==> config.mk <==
export PLATFORM = sky130hd
export DESIGN_NAME = multicycle_control
export DESIGN_NICKNAME = d
export VERILOG_FILES = /design/src/rtl/multicycle_control.sv
export SDC_FILE = /design/constraint.sdc
export NUM_CORES = 1
export LEC_CHECK = 0
export ABC_AREA = 1
export BUFFER_PORTS_ARGS = -buffer_cell sky130_fd_sc_hd__buf_2
export CORE_UTILIZATION = 50
export DETAILED_ROUTE_END_ITERATION = 10
export PLACE_DENSITY = 0.85
export SYNTH_ARGS = -nofsm -noshare
export SYNTH_HDL_FRONTEND = slang
export SYNTH_SLANG_ARGS = --single-unit
==> constraint.sdc <==
create_clock -name clock -period 2.62 [get_ports clock]
set_clock_uncertainty 0.05 [all_clocks]
set_input_delay 0.131 -clock clock [delete_from_list [all_inputs] [get_ports clock]]
set_output_delay 0.131 -clock clock [all_outputs]
set_load 0.005 [all_outputs]
==> src/rtl/multicycle_control.sv <==
// Control FSM for a 16-bit multicycle datapath: sequences fetch/decode/execute/memory/writeback
// and drives the datapath selects and strobes combinationally from the current state.
module multicycle_control (
    input  logic        clock,
    input  logic        reset_n,
    input  logic [3:0]  opcode,
    input  logic        zero,
    input  logic        mem_ready,
    output logic        ir_write,
    output logic        pc_write,
    output logic        pc_src,
    output logic        iord,
    output logic        mem_read,
    output logic        mem_write,
    output logic        reg_dst,
    output logic        reg_write,
    output logic        mem_to_reg,
    output logic        alu_src_a,
    output logic [1:0]  alu_src_b,
    output logic [3:0]  alu_ctl,
    output logic [2:0]  state,
    output logic        instr_done,
    output logic        illegal,
    output logic [15:0] instr_count
);

    localparam int unsigned CNT_W = 16;

    typedef enum logic [2:0] {
        FETCH  = 3'd0,
        DECODE = 3'd1,
        EXEC   = 3'd2,
        MEM    = 3'd3,
        WB     = 3'd4
    } state_t;

    localparam logic [3:0] ALU_AND  = 4'b0000;
    localparam logic [3:0] ALU_OR   = 4'b0001;
    localparam logic [3:0] ALU_ADD  = 4'b0010;
    localparam logic [3:0] ALU_SUB  = 4'b0110;
    localparam logic [3:0] ALU_SLT  = 4'b0111;
    localparam logic [3:0] ALU_NOR  = 4'b1100;
    localparam logic [3:0] ALU_NAND = 4'b1101;

    state_t             state_q;
    state_t             state_d;
    logic               illegal_q;
    logic [CNT_W-1:0]   count_q;

    logic is_rtype;
    logic is_addi;
    logic is_lw;
    logic is_sw;
    logic is_beq;
    logic is_bne;
    logic is_legal;

    // Opcode classes; 0000-0110 are R-type, 1100-1111 are illegal
    always_comb begin
        is_rtype = (opcode <= 4'd6);
        is_addi  = (opcode == 4'd7);
        is_lw    = (opcode == 4'd8);
        is_sw    = (opcode == 4'd9);
        is_beq   = (opcode == 4'd10);
        is_bne   = (opcode == 4'd11);
        is_legal = ~(opcode[3] & opcode[2]);
    end

    // Next state and datapath controls; everything stays low while reset is held
    always_comb begin
        state_d    = FETCH;
        ir_write   = 1'b0;
        pc_write   = 1'b0;
        pc_src     = 1'b0;
        iord       = 1'b0;
        mem_read   = 1'b0;
        mem_write  = 1'b0;
        reg_dst    = 1'b0;
        reg_write  = 1'b0;
        mem_to_reg = 1'b0;
        alu_src_a  = 1'b0;
        alu_src_b  = 2'b00;
        alu_ctl    = ALU_AND;
        instr_done = 1'b0;
        if (reset_n) begin
            case (state_q)
                FETCH: begin
                    mem_read  = 1'b1;
                    alu_src_b = 2'b01;
                    alu_ctl   = ALU_ADD;
                    if (mem_ready) begin
                        ir_write = 1'b1;
                        pc_write = 1'b1;
                        state_d  = DECODE;
                    end else begin
                        state_d  = FETCH;
                    end
                end
                DECODE: begin
                    alu_src_b = 2'b11;
                    alu_ctl   = ALU_ADD;
                    if (is_legal) begin
                        state_d = EXEC;
                    end else begin
                        instr_done = 1'b1;
                    end
                end
                EXEC: begin
                    alu_src_a = 1'b1;
                    if (is_rtype) begin
                        state_d = WB;
                        case (opcode)
                            4'd0:    alu_ctl = ALU_ADD;
                            4'd1:    alu_ctl = ALU_SUB;
                            4'd2:    alu_ctl = ALU_AND;
                            4'd3:    alu_ctl = ALU_OR;
                            4'd4:    alu_ctl = ALU_NOR;
                            4'd5:    alu_ctl = ALU_NAND;
                            default: alu_ctl = ALU_SLT;
                        endcase
                    end else if (is_addi || is_lw || is_sw) begin
                        alu_src_b = 2'b10;
                        alu_ctl   = ALU_ADD;
                        state_d   = is_addi ? WB : MEM;
                    end else if (is_beq || is_bne) begin
                        alu_ctl    = ALU_SUB;
                        pc_src     = 1'b1;
                        pc_write   = (is_beq & zero) | (is_bne & ~zero);
                        instr_done = 1'b1;
                    end
                end
                MEM: begin
                    iord      = 1'b1;
                    mem_read  = is_lw;
                    mem_write = is_sw;
                    if (!mem_ready) begin
                        state_d = MEM;
                    end else if (is_lw) begin
                        state_d = WB;
                    end else begin
                        instr_done = is_sw;
                    end
                end
                WB: begin
                    reg_write  = 1'b1;
                    reg_dst    = is_rtype;
                    mem_to_reg = is_lw;
                    instr_done = 1'b1;
                end
                default: state_d = FETCH;
            endcase
        end
    end

    // State register, sticky illegal flag and retirement counter
    always_ff @(posedge clock or negedge reset_n) begin
        if (!reset_n) begin
            state_q   <= FETCH;
            illegal_q <= 1'b0;
            count_q   <= '0;
        end else begin
            state_q <= state_d;
            if (state_q == DECODE && !is_legal) begin
                illegal_q <= 1'b1;
            end
            if (instr_done) begin
                count_q <= count_q + CNT_W'(1);
            end
        end
    end

    assign state       = state_q;
    assign illegal     = illegal_q;
    assign instr_count = count_q;

endmodule
==> impl_metrics.ini <==
[setup_path]
start_kind = flop
cp.required_ps = 2440
crit_type = reg -> out
rr_startpoint = state[1]$_DFF_PN0_
worst_ep_arrival_time_ps = 2030
cpPeakStageDelay_ps = 440
worstRegToRegCells = 8
crit_path_frequent_cell = inv_1
regToRegSetupSlack_ps = 790
critPathSlowestCell = dfrtp_1
worstSetupEndpoint = instr_done
path_cells = inv_1 > nand3_1 > nor2_1 > nor2_2 > nand3_2 > nand2_2 > inv_1 > buf_2
startpoint = state[2]$_DFF_PN0_
endpoint_kind = output port
rr_endpoint = instr_count[15]$_DFFE_PN0P_
path_max_fanout = 21

[die]
core_um2 = 2734
die_area_um2 = 3106
io_pins = 45
fp.dieH_um = 55.74
die_w_um = 55.74
row_count = 19
start_util_pct = 52.81

[sta]
fin_crit_ps = 2207
maxSlewHeadroom_pct = 71.94
setup_total_negative_slack_ps = 0
drv_slew = 0
finalHoldViolCount = 0
rsz0062_at_grt = no
worstMarginPinSlew_ps = 420.9
max_freq_ghz = 0.4531
hold_slack_ps = 103.7
setup_violations = 0
period_share_pct = 84.24
fin_ws_ps = 413.0

[logic_synthesis]
synth_top_area_share_pct = 34.66
async_reset_ff_share_pct = 100.0
synth_area_leaders = dfrtp_1 (35%), nand2_1 (21%), nor2_1 (8.6%)
syn_area_um2 = 1444
yosys.cell_count.top_type = nand2_1
synth_fa_ha_area_share_pct = 0.8666
synth_compound_area_share_pct = 6.846
muxShareOfSynthArea_pct = 0
synth_common_cells = nand2_1 (81), nor2_1 (33), inv_1 (22), nand3_1 (21), dfrtp_1 (20)
yosys.area_share.simple_pct = 44.97
synth_ff_type = dfrtp_1
synth-xor-area-share_pct = 4.246
synth_top_family_by_area = simple AND/OR/NAND/NOR gates
synth_edf_count = 0
synth_top_area_cell = dfrtp_1
yosysSeqAreaShare_pct = 34.66
yosys_warnings = 0
ys_ff_latch = 20
synth_cells = 227
syn_nets = 236
syn_avg_cell_area_um2 = 6.361
synth_cell_type_count = 26

[layout]
nFillCells = 260
fin_cells = 301
seqCellArea_um2 = 500.5
drive_above_1_share_pct = 20.00
fin_util_pct = 62.33
num-nets-final = 281
final_area_um2 = 1704
syn_to_final_growth_pct = 18.02
diodes = 0
multi_input_area_um2 = 822.0

[placed_design]
gp_congestion = 0.8425
hpwl_um = 2519
place_ws_ps = 754.3
port-buffer-count = 44
place_inst = 297
placed_area_um2 = 1672

[run]
cap_violations = 0

[cts]
postCtsSetupRepairBufs = 0
tritoncts = yes
clk_latency_ps = 300
postCtsHoldBufs = 1
clockBufferDepth = 2
cts_resized = 0
cts.sinks = 20
cts_max_level = 1
numCtsBuffers = 3
root_buffer = clkbuf_4
path_clk_slew_ps = 110

[power]
leakage_nw = 0.9285
cellPowerDensity_nw_per_um2 = 382.7
total_power_mw = 0.6521
pwr-share-clk_pct = 22.5
seq_power_share_pct = 55.4
p_int_mw = 0.4434
power.switching_mw = 0.2087
combinationalPowerShare_pct = 22.1
p_sw_share_pct = 32.01
ir_drop_mv = 0.3970

[global_routing]
grt_pass1_wl_um = 5754
antenna_found_initial = 0
grt.overflow.total = 0
grt.total_usage_pct = 22.81
grt_max_degree = 39
grt_pass1_vias = 1384

[drt]
firstDrtPassIters = 5
drc = 0
routed_wl_um = 3338
antenna_left = 0
wl_per_cell_um = 11.09
initialDrtViolationCount = 41
viasPerCell = 5.193
via_count = 1563

[min_path]
hold_class = in -> reg

[status]
status = complete, no violations
==> how the worst min path moves through the flow <==
stage,cells past startpoint,from,slack [ps],end
5_1_grt,3,mem_ready,170,state[2]$_DFF_PN0_
3_3_place_gp,2,reset_n,140,instr_count[3]$_DFFE_PN0P_
3_5_place_dp,2,reset_n,150,instr_count[4]$_DFFE_PN0P_
2_1_floorplan,0,reset_n,-210,illegal$_DFFE_PN0P_
4_1_cts,3,mem_ready,100,state[2]$_DFF_PN0_
6_report,3,mem_ready,100,state[2]$_DFF_PN0_
==> power by group through the flow <==
stage	clock (mW)	combinational, mW	sequential [mW]
detailed placement	0	0.144	0.367
global route	0.163	0.164	0.368
finish	0.147	0.144	0.361
CTS	0.151	0.146	0.361
floorplan	0	0.0824	0.365
global placement	0	0.138	0.367
==> registers in the layout, indices dropped and copies added, names as in the netlist <==
name	count
illegal	1
instr_count	16
state	3
==> logic make-up after synthesis <==
kind of cell | Yosys count
buf+inv | 28
simple gates | 153
flops | 20
compound gates | 18
fa+ha+maj | 1
xor+xnor | 7
==> cells in the final DEF (no fill, tap or decap), types with 5 or more instances in the layout <==
master    n
nand2_1  81
buf_2    44
nor2_1   33
inv_1    22
nand3_1  21
dfrtp_1  20
o21ai_0   9
a21oi_1   5
==> layout make-up <==
class | count | area share [%]
clock buffers | 3 | 1.322
repair buffers | 46 | 13.95
inverters | 22 | 4.846
multi-input cells | 179 | 48.24
well taps | 31 | 2.276
flip-flops and latches | 20 | 29.37
==> per-layer routing <==
metal / vias up / track usage (%) / wire (um)
met3: 4 / 1.860 / 184
met4: 0 / 8.214 / 29
li1: 814 / - / -
met2: 55 / 42.51 / 1671
met1: 690 / 27.15 / 1453
met5: - / 0 / 0
==> critical path: cells and delay by family, from the launching register on <==
family | cells | cell delay (ps)
buffers and inverters | 3 | 260
AND/OR/NAND/NOR | 5 | 1020
flip-flops | 1 | 440
No activity file was read; power rests on OpenSTA's default activity.
